<file path="src/rtl/cpu_pkg.sv">
// Shared definitions for the program-counter sequencer.
//   state_t      : sequencer FSM encoding (IDLE, FETCH, EXEC)
//   COND_*       : FlagControl condition codes seen by branch_cond
//   FLAG_*       : bit positions inside the 4-bit {Z,S,C,V} flag register
package cpu_pkg;

  typedef enum logic [1:0] {
    ST_IDLE  = 2'b00,
    ST_FETCH = 2'b01,
    ST_EXEC  = 2'b10
  } state_t;

  typedef logic [3:0] flags_t;

  localparam int FLAG_Z = 3;
  localparam int FLAG_S = 2;
  localparam int FLAG_C = 1;
  localparam int FLAG_V = 0;

  localparam logic [3:0] COND_AL  = 4'b0000;
  localparam logic [3:0] COND_EQ  = 4'b0001;
  localparam logic [3:0] COND_NE  = 4'b0010;
  localparam logic [3:0] COND_MI  = 4'b0011;
  localparam logic [3:0] COND_PL  = 4'b0100;
  localparam logic [3:0] COND_CS  = 4'b0101;
  localparam logic [3:0] COND_CC  = 4'b0110;
  localparam logic [3:0] COND_VS  = 4'b0111;
  localparam logic [3:0] COND_VC  = 4'b1000;
  localparam logic [3:0] COND_LT  = 4'b1001;
  localparam logic [3:0] COND_GE  = 4'b1010;
  localparam logic [3:0] COND_LE  = 4'b1011;
  localparam logic [3:0] COND_GT  = 4'b1100;

endpackage

</file>
<file path="src/rtl/pc_sequencer_if.sv">
// Fetch bus plus datapath handshake between the sequencer and the core.
//   imem_req/imem_addr/imem_ready : instruction fetch handshake
//   instr_valid/exec_done         : instruction issue / completion
//   BranchControl/FlagControl/jump_addr : branch request for current instr
//   flag_we + {zero,sign,carry,overflow}_flag : ALU flag update
// master = sequencer side, slave = memory/datapath side.
interface pc_sequencer_if;
  logic        imem_req;
  logic [31:0] imem_addr;
  logic        imem_ready;
  logic        instr_valid;
  logic        exec_done;
  logic        BranchControl;
  logic [3:0]  FlagControl;
  logic [31:0] jump_addr;
  logic        flag_we;
  logic        zero_flag;
  logic        sign_flag;
  logic        carry_flag;
  logic        overflow_flag;

  modport master (
    output imem_req, imem_addr, instr_valid,
    input  imem_ready, exec_done, BranchControl, FlagControl, jump_addr,
           flag_we, zero_flag, sign_flag, carry_flag, overflow_flag
  );

  modport slave (
    input  imem_req, imem_addr, instr_valid,
    output imem_ready, exec_done, BranchControl, FlagControl, jump_addr,
           flag_we, zero_flag, sign_flag, carry_flag, overflow_flag
  );
endinterface

</file>
<file path="src/rtl/branch_cond.sv">
// Combinational branch-condition decode.
//   flags       : {Z,S,C,V} register value
//   FlagControl : condition code
//   taken       : 1 when the condition holds
module branch_cond
  import cpu_pkg::*;
(
  input  flags_t     flags,
  input  logic [3:0] FlagControl,
  output logic       taken
);
  logic z, s, c, v, lt;

  assign z  = flags[FLAG_Z];
  assign s  = flags[FLAG_S];
  assign c  = flags[FLAG_C];
  assign v  = flags[FLAG_V];
  assign lt = s ^ v;

  always_comb begin
    taken = 1'b0;
    case (FlagControl)
      COND_AL: taken = 1'b1;
      COND_EQ: taken = z;
      COND_NE: taken = ~z;
      COND_MI: taken = s;
      COND_PL: taken = ~s;
      COND_CS: taken = c;
      COND_CC: taken = ~c;
      COND_VS: taken = v;
      COND_VC: taken = ~v;
      COND_LT: taken = lt;
      COND_GE: taken = ~lt;
      COND_LE: taken = z | lt;
      COND_GT: taken = ~z & ~lt;
      default: taken = 1'b0;   // remaining codes never branch
    endcase
  end
endmodule

</file>
<file path="src/rtl/pc_sequencer.sv">
// Program-counter sequencer: IDLE -> FETCH -> EXEC loop that fetches one
// instruction at pc, issues it, and on completion steps or branches.
//   clk, reset : clock and asynchronous active-high reset
//   run        : level enable; sequencer stops in IDLE after the current
//                instruction once it drops
//   bus        : fetch / execute handshake (pc_sequencer_if.master)
//   pc         : current program counter
//   flags      : {Z,S,C,V} flag register
module pc_sequencer
  import cpu_pkg::*;
#(
  parameter logic [31:0] RESET_VECTOR = 32'h0000_0000,
  parameter int unsigned PC_STEP      = 4
) (
  input  logic                  clk,
  input  logic                  reset,
  input  logic                  run,
  pc_sequencer_if.master        bus,
  output logic [31:0]           pc,
  output flags_t                flags
);
  localparam logic [31:0] STEP = 32'(PC_STEP);

  state_t      state, state_nxt;
  logic        first_exec;
  logic [31:0] pc_nxt;
  logic [31:0] target;
  flags_t      flags_nxt;
  logic        taken;

  // Condition is judged on the registered flags, i.e. before this
  // instruction's own flag write lands.
  branch_cond u_branch_cond (
    .flags       (flags),
    .FlagControl (bus.FlagControl),
    .taken       (taken)
  );

  assign target = bus.jump_addr & 32'hFFFF_FFFC;

  always_ff @(posedge clk or posedge reset) begin
    if (reset) begin
      state      <= ST_IDLE;
      first_exec <= 1'b0;
      pc         <= RESET_VECTOR;
      flags      <= 4'b0000;
    end else begin
      state      <= state_nxt;
      // Marks the first EXEC cycle; exec_done may arrive in that same cycle.
      first_exec <= (state == ST_FETCH) && bus.imem_ready;
      pc         <= pc_nxt;
      flags      <= flags_nxt;
    end
  end

  always_comb begin
    state_nxt = state;
    pc_nxt    = pc;
    flags_nxt = flags;
    case (state)
      ST_IDLE:  if (run) state_nxt = ST_FETCH;
      ST_FETCH: if (bus.imem_ready) state_nxt = ST_EXEC;
      ST_EXEC: begin
        if (bus.exec_done) begin
          state_nxt = run ? ST_FETCH : ST_IDLE;
          pc_nxt    = (bus.BranchControl && taken) ? target : pc + STEP;
          if (bus.flag_we)
            flags_nxt = {bus.zero_flag, bus.sign_flag,
                         bus.carry_flag, bus.overflow_flag};
        end
      end
      default:  state_nxt = ST_IDLE;
    endcase
  end

  assign bus.imem_req    = (state == ST_FETCH);
  assign bus.imem_addr   = pc;
  assign bus.instr_valid = first_exec;
endmodule

</file>
<file path="src/flat_wrapper.sv">
// flat-port wrapper written by rule: the top's interface ports become plain ports
module pc_sequencer_flat import cpu_pkg::*;
#(
  parameter logic [31:0] RESET_VECTOR = 32'h0000_0000,
  parameter int unsigned PC_STEP      = 4
)
  (clk, reset, run, pc, flags, bus_imem_req, bus_imem_addr, bus_instr_valid, bus_imem_ready, bus_exec_done, bus_BranchControl, bus_FlagControl, bus_jump_addr, bus_flag_we, bus_zero_flag, bus_sign_flag, bus_carry_flag, bus_overflow_flag);
  pc_sequencer_if bus_i ();
  input  logic clk;
  input  logic reset;
  input  logic run;
  output logic [31:0] pc;
  output flags_t flags;
  output wire logic [$bits(bus_i.imem_req)-1:0] bus_imem_req;
  output wire logic [$bits(bus_i.imem_addr)-1:0] bus_imem_addr;
  output wire logic [$bits(bus_i.instr_valid)-1:0] bus_instr_valid;
  input wire logic [$bits(bus_i.imem_ready)-1:0] bus_imem_ready;
  input wire logic [$bits(bus_i.exec_done)-1:0] bus_exec_done;
  input wire logic [$bits(bus_i.BranchControl)-1:0] bus_BranchControl;
  input wire logic [$bits(bus_i.FlagControl)-1:0] bus_FlagControl;
  input wire logic [$bits(bus_i.jump_addr)-1:0] bus_jump_addr;
  input wire logic [$bits(bus_i.flag_we)-1:0] bus_flag_we;
  input wire logic [$bits(bus_i.zero_flag)-1:0] bus_zero_flag;
  input wire logic [$bits(bus_i.sign_flag)-1:0] bus_sign_flag;
  input wire logic [$bits(bus_i.carry_flag)-1:0] bus_carry_flag;
  input wire logic [$bits(bus_i.overflow_flag)-1:0] bus_overflow_flag;
  assign bus_imem_req = bus_i.imem_req;
  assign bus_imem_addr = bus_i.imem_addr;
  assign bus_instr_valid = bus_i.instr_valid;
  assign bus_i.imem_ready = bus_imem_ready;
  assign bus_i.exec_done = bus_exec_done;
  assign bus_i.BranchControl = bus_BranchControl;
  assign bus_i.FlagControl = bus_FlagControl;
  assign bus_i.jump_addr = bus_jump_addr;
  assign bus_i.flag_we = bus_flag_we;
  assign bus_i.zero_flag = bus_zero_flag;
  assign bus_i.sign_flag = bus_sign_flag;
  assign bus_i.carry_flag = bus_carry_flag;
  assign bus_i.overflow_flag = bus_overflow_flag;
  pc_sequencer #(.RESET_VECTOR(RESET_VECTOR), .PC_STEP(PC_STEP)) u_core (.clk(clk), .reset(reset), .run(run), .bus(bus_i), .pc(pc), .flags(flags));
endmodule
</file>
<file path="config.mk">
export PLATFORM = sky130hd
export DESIGN_NAME = pc_sequencer_flat
export DESIGN_NICKNAME = d
export VERILOG_FILES = /design/src/rtl/cpu_pkg.sv /design/src/rtl/pc_sequencer_if.sv /design/src/rtl/branch_cond.sv /design/src/rtl/pc_sequencer.sv /design/src/flat_wrapper.sv
export SDC_FILE = /design/constraint.sdc
export NUM_CORES = 1
export LEC_CHECK = 0
export CAP_MARGIN = 20
export CORE_UTILIZATION = 44
export CTS_BUF_LIST = sky130_fd_sc_hd__clkbuf_8
export DETAILED_ROUTE_END_ITERATION = 16
export GPL_TIMING_DRIVEN = 0
export HOLD_SLACK_MARGIN = 0.02
export PLACE_DENSITY = 0.89
export SKIP_LAST_GASP = 1
export SYNTH_ARGS = -nofsm -noshare
export SYNTH_HDL_FRONTEND = slang
export SYNTH_SLANG_ARGS = --single-unit
export TNS_END_PERCENT = 10
</file>
<file path="constraint.sdc">
create_clock -name clk -period 2.9 [get_ports clk]
set_input_delay 0.435 -clock clk [delete_from_list [all_inputs] [get_ports clk]]
set_output_delay 0.435 -clock clk [all_outputs]
set_load 0.1 [all_outputs]
</file>
# Word-level counts from Yosys, hierarchy flattened
# Cells that the tools add are included.
[word_totals] ff_bits=39 in_bits=47 output_inout_bits=70 elab_cells=44
[op_classes] n_addsub=1 eq_ne=17 muxes=7 bitwise=8 reduce_logical=7
[op_table] operator="32-bit by 3-bit adder with 32-bit output (second input constant)" count=1
[op_table] operator="32-bit two-way mux" count=1
[op_table] operator="4-bit == test (second input constant)" count=5
[op_table] operator="4-bit by 3-bit == test with 1-bit output (second input constant)" count=4
[op_table] operator="1-bit case mux with 13 select lines" count=1
[op_table] operator="4-bit by 2-bit == test with 1-bit output (second input constant)" count=2
[op_table] operator="2-bit two-way mux" count=3
[op_table] operator="2-bit case mux with 3 select lines" count=1
[op_table] operator="3-bit AND reduction" count=2
[op_table] operator="1-bit inverter" count=5
[op_table] operator="4-bit by 1-bit == test with 1-bit output (second input constant)" count=1
[op_table] operator="4-bit logical NOT" count=1
[op_table] operator="2-bit inequality test (second input constant)" count=2
[op_table] operator="2-bit by 1-bit == test with 1-bit output (second input constant)" count=1
[op_table] operator="2-bit == test (second input constant)" count=1
[op_table] operator="1-bit logical AND" count=2
[op_table] operator="2-bit logical NOT" count=1
[op_table] operator="2-bit by 1-bit inequality test with 1-bit output (second input constant)" count=1
[op_table] operator="2-bit AND reduction" count=1
[op_table] operator="1-bit bitwise AND" count=1
[op_table] operator="1-bit two-way mux" count=1
[op_table] operator="1-bit bitwise OR" count=1
[op_table] operator="1-bit bitwise XOR" count=1

# Longest topological paths before layout
[logic_depth] depth_word=6 depth_mapped=9 ltp_nobuf=7

# Cells and area by module
# From an unflattened synthesis, not the netlist that was laid out.
[hier_totals] cells_unflattened=320 area_unflattened_um2=2613.8
[modules_own_cells] mod="pc_sequencer" instances=1 cells_per_inst=301 area_per_inst_um2=2482.4 seq_area_each_um2=925.9
[modules_own_cells] mod="branch_cond" instances=1 cells_per_inst=19 area_per_inst_um2=131.4 seq_area_each_um2=0.0

# Worst setup path before layout
# No wires, ideal clock.
[synth_timing] path_type="register to register" start="reg u_core.flags[2]" end="reg u_core.pc[20], in the netlist u_core.bus.imem_addr[20]" setup_ns=0.137 t_arrival_ns=2.833 t_required_ns=2.763 path_slack_ns=-0.071 path_stages_with_launch=9 n_path_buf=3 period_less_slack_ns=2.971 cell_sequence="dfrtp_1 > clkbuf_1 > mux4_2 > and4b_1 > o311ai_4 > buf_6 > buf_6 > a21oi_1 > a2bb2oi_1"
[synth_via] elab_chain_cells=6 elab_cells_between_ends=8 cone_classes="mux (2); bitwise (5); reduce/logical (1)"
[synth_rtl] element="start: declaration" line="pc_sequencer.sv:20" text="output flags_t flags"
[synth_rtl] element="start signal: assignment" line="pc_sequencer.sv:52" text="flags <= flags_nxt;"
[synth_rtl] element="1-bit bitwise XOR" line="branch_cond.sv:18" text="assign lt = s ^ v;"
[synth_rtl] element="1-bit inverter" line="branch_cond.sv:33, branch_cond.sv:35"
[synth_rtl] element="1-bit bitwise AND" line="branch_cond.sv:35" text="COND_GT: taken = ~z & ~lt;"
[synth_rtl] element="1-bit case mux with 13 select lines *" line="branch_cond.sv:22" text="case (FlagControl)"
[synth_rtl] element="1-bit logical AND *" line="pc_sequencer.sv:66" text="pc_nxt = (bus.BranchControl && taken) ? target : pc + STEP;"
[synth_rtl] element="32-bit two-way mux *" line="pc_sequencer.sv:66"
[synth_rtl] element="end signal: assignment" line="pc_sequencer.sv:51" text="pc <= pc_nxt;"
[synth_rtl] element="end: declaration" line="pc_sequencer.sv:19" text="output logic [31:0] pc,"
# Every way passes the cells marked *; elsewhere a longest branch is shown, timed or not.
# A chain may end at the register's enable or synchronous reset.

# Worst setup path after layout
[layout_timing] start="in bus_FlagControl[0]" end="reg u_core.pc[20], in the netlist u_core.bus.imem_addr[20]"
[layout_via] elab_chain_cells=4 elab_cells_between_ends=16 cone_classes="eq/ne (12); mux (2); reduce/logical (2)"
[layout_rtl] element="start: declaration" line="flat_wrapper.sv:20" text="input wire logic [$bits(bus_i.FlagControl)-1:0] bus_FlagControl;"
[layout_rtl] element="4-bit == test (tied with other cells)" line="branch_cond.sv:22"
[layout_rtl] element="1-bit case mux with 13 select lines *" line="branch_cond.sv:22"
[layout_rtl] element="1-bit logical AND *" line="pc_sequencer.sv:66"
[layout_rtl] element="32-bit two-way mux *" line="pc_sequencer.sv:66"
# Marked as above.

==> results.py <==
metrics = {
    "worst_setup_path": {
        "critPathMaxFanout": 10,
        "reg2reg_from": "u_core.bus.imem_addr[7]",
        "critical_path.endpoint": "u_core.bus.imem_addr[20]",
        "start_kind": "input pin",
        "rr_worst_depth": 8,
        "critical_path.startpoint": "bus_FlagControl[0]",
        "end_kind": "flop",
        "setup.worst_path.class": "in -> reg",
        "data_required_time_at_the_worst_endpoint_ns": 3.05,
        "r2r_setup_slack_ns": 0.25,
        "worst-endpoint-arrival_ns": 2.83,
        "regToRegEndpoint": "u_core.bus.imem_addr[25]",
    },
    "global_routing": {
        "overflow": 0,
        "grt.met1_usage_pct": 28.5,
        "grt.met3_usage_pct": 5.00,
        "global_route.usage.met2_pct": 37.4,
        "grt_pass1_wl_um": 11400,
        "globalRoute.busiestLayer": "met2",
        "first_global_vias": 2462,
        "total_global_route_track_usage_pct": 22.6,
        "pin_count_of_the_biggest_net_entering_global_routing": 38,
        "antenna_found_initial": 0,
    },
    "placed_design": {
        "dp.final_hpwl_um": 5380,
        "place.gp.congestion": 0.802,
        "placedInstanceArea_um2": 3910,
        "portBuffers": 109,
    },
    "sta": {
        "timing.slew.headroom_pct": 31.7,
        "setup-violations-final": 0,
        "worst_pin_slew_ns": 1.02,
        "finClkSkew_ns": 0.00342,
        "layout_min_cycle_time_ns": 2.69,
        "timing.final.crit_share_pct": 92.7,
        "max_freq_ghz": 0.372,
        "final_max_slew_viol_count": 0,
        "unrepaired_setup_endpoints_after_global_routing": "no",
        "finalHoldViolations": 0,
    },
    "synthesis": {
        "synth-edff-count": 0,
        "synth.yosys.warnings": 0,
        "synth-seq-area-share_pct": 34.2,
        "post_synth_num_cell_types": 42,
        "synth_flop_cell": "dfrtp_1",
        "synth-async-reset-ratio_pct": 100,
        "synthesis.area_um2": 2710,
        "synth-seq-cells": 37,
        "synthesis.instances": 303,
        "synth_area_per_cell_um2": 8.94,
    },
    "clock_tree": {
        "tritoncts": "yes",
        "max_clock_buf_depth": 2,
        "cts_hold_buffers": 0,
        "clock_insertion_delay_at_the_later_pin_of_the_skew_report_ns": 0.28,
        "cts.htree.levels": 2,
        "cts_sinks": 37,
        "post_cts_resized": 0,
        "cts-buffers-inserted": 5,
        "clk_pin_slew_worst_paths_ns": 0.07,
        "post_cts.repair.setup_buffers": 0,
        "cts-root-buf": "clkbuf_8",
    },
    "detailed_routing": {
        "antenna_violating_nets_post_route": 0,
        "drt-pass1-iter-count": 4,
        "routed_wire_length_per_instance_um": 14.5,
        "drc": 0,
        "routed_wl_um": 7200,
        "dr_total_vias": 2680,
        "detailedRoute.firstIterationViolations": 161,
        "routed_via_density": 5.38,
    },
    "finish": {
        "top_library_cells_by_usage_in_the_layout_fill_and_taps_aside": "109 x clkdlybuf4s50_1, 36 x nand2_1, 36 x dfrtp_1",
        "final_layout_size_suffix_gt1_share_pct": 14.7,
        "mostFrequentLayoutCell": "clkdlybuf4s50_1",
        "num-nets-final": 470,
        "area_growth_syn_to_layout_pct": 47.4,
        "fin_area_um2": 3990,
        "diodes": 0,
        "fillerInstances": 464,
    },
    "die": {
        "chipHeight_um": 80.4,
        "pin_count": 117,
        "placementRows": 28,
        "dieArea_um2": 6470,
        "initial_utilization_pct": 45.7,
        "core_area_um2": 5920,
        "chipWidth_um": 80.4,
    },
    "status": {
        "outcome": "complete, no violations",
    },
    "worst_hold_path": {
        "holdCritPathClass": "reg -> reg",
    },
    "run": {
        "cap_viol_max_count": 0,
    },
}
==> through the flow <==
step	setup TNS [ns]	setup slack [ns]	utilization (%)	hold slack [ns]	instances
2_1_floorplan	0	0.00986	-	0.485	306
4_1_cts	0	0.210	67.3	0.558	498
5_1_grt	0	0.0396	67.4	0.568	498
6_report	0	0.213	67.4	0.552	498
3_5_place_dp	-0.582	-0.0865	66.0	0.540	490
3_3_place_gp	-0.247	-0.0471	66.0	0.513	490
==> sequential cells by signal, summed over array words and instances, names as in the netlist <==
name and cells:
u_core.bus.imem_addr 30, u_core.flags 4, u_core.state 2, u_core.bus.instr_valid 1
==> layer usage <==
layer / part of all wire (%) / vias to the layer above
met4: 1.9 / 0
li1: - / 1304
met1: 42 / 1249
met2: 49 / 115
met5: 0 / -
met3: 7.0 / 12
==> critical path, stage by stage <==
cell	delay [ns]
clkdlybuf4s50_1	0.54
nand2b_1	0.20
mux4_2	0.44
and4b_1	0.23
o311ai_4	0.37
buf_6	0.24
buf_6	0.16
a21oi_1	0.07
a2bb2oi_1	0.15
==> how the worst min path moves through the flow <==
stage / from / end / slack, ns / depth (start not counted)
after global routing: u_core.flags[1] / u_core.flags[1] / 0.57 / 1
after floorplan: u_core.state[1] / u_core.bus.instr_valid / 0.49 / 1
final: u_core.flags[1] / u_core.flags[1] / 0.55 / 1
after CTS: u_core.state[1] / u_core.bus.instr_valid / 0.56 / 1
after global placement: u_core.state[1] / u_core.bus.instr_valid / 0.51 / 1
after detailed placement: u_core.flags[1] / u_core.flags[1] / 0.54 / 1
==> kinds of logic (layout without fill, tap and decap cells) <==
| kind of cell | Yosys count | count (layout) | share of synthesized area [%] |
|---|---|---|---|
| muxes | 34 | 34 | 13.3 |
| buffers and inverters | 61 | 178 | 14.6 |
| other | 1 | 4 | 0.138 |
| and+or+nand+nor | 100 | 100 | 19.1 |
| DFF | 37 | 37 | 34.2 |
| AOI/OAI and AO/OA | 68 | 68 | 17.9 |
| xor gates and xnor gates | 1 | 1 | 0.324 |
| adders and majority gates | 1 | 1 | 0.462 |
==> synthesized netlist by cell type (all sizes together), types with 2 or more instances <==
cell / n / area [µm²]
o211ai: 2 / 15.0
mux2: 5 / 56.3
or2: 2 / 12.5
nor3: 2 / 15.0
a2bb2oi: 26 / 228
and4: 4 / 35.0
nand3: 19 / 95.1
o21ai: 4 / 20.0
inv: 6 / 22.5
mux2i: 28 / 280
nand2b: 2 / 12.5
nand4: 13 / 81.3
nor2b: 5 / 31.3
a21oi: 30 / 154
and2: 4 / 25.0
dfrtp: 37 / 926
and3: 2 / 12.5
buf: 45 / 334
nor2: 7 / 26.3
clkbuf: 10 / 37.5
nand2: 36 / 135
==> area by class of cell <==
| type | instances | area [µm²] | area share, % |
|---|---|---|---|
| Clock buffer | 5 | 68.8 | 1.72 |
| Inverter | 6 | 22.5 | 0.564 |
| Timing Repair Buffer | 109 | 1090 | 27.3 |
| Sequential cell | 37 | 927 | 23.2 |
| Buffer | 55 | 372 | 9.31 |
| Clock inverter | 3 | 11.3 | 0.282 |
| Tap cell | 75 | 93.8 | 2.35 |
| Multi-Input combinational cell | 208 | 1410 | 35.2 |
Power is not shown: default switching activity piles up to over one toggle a cycle in this logic, so the estimate is an artifact.
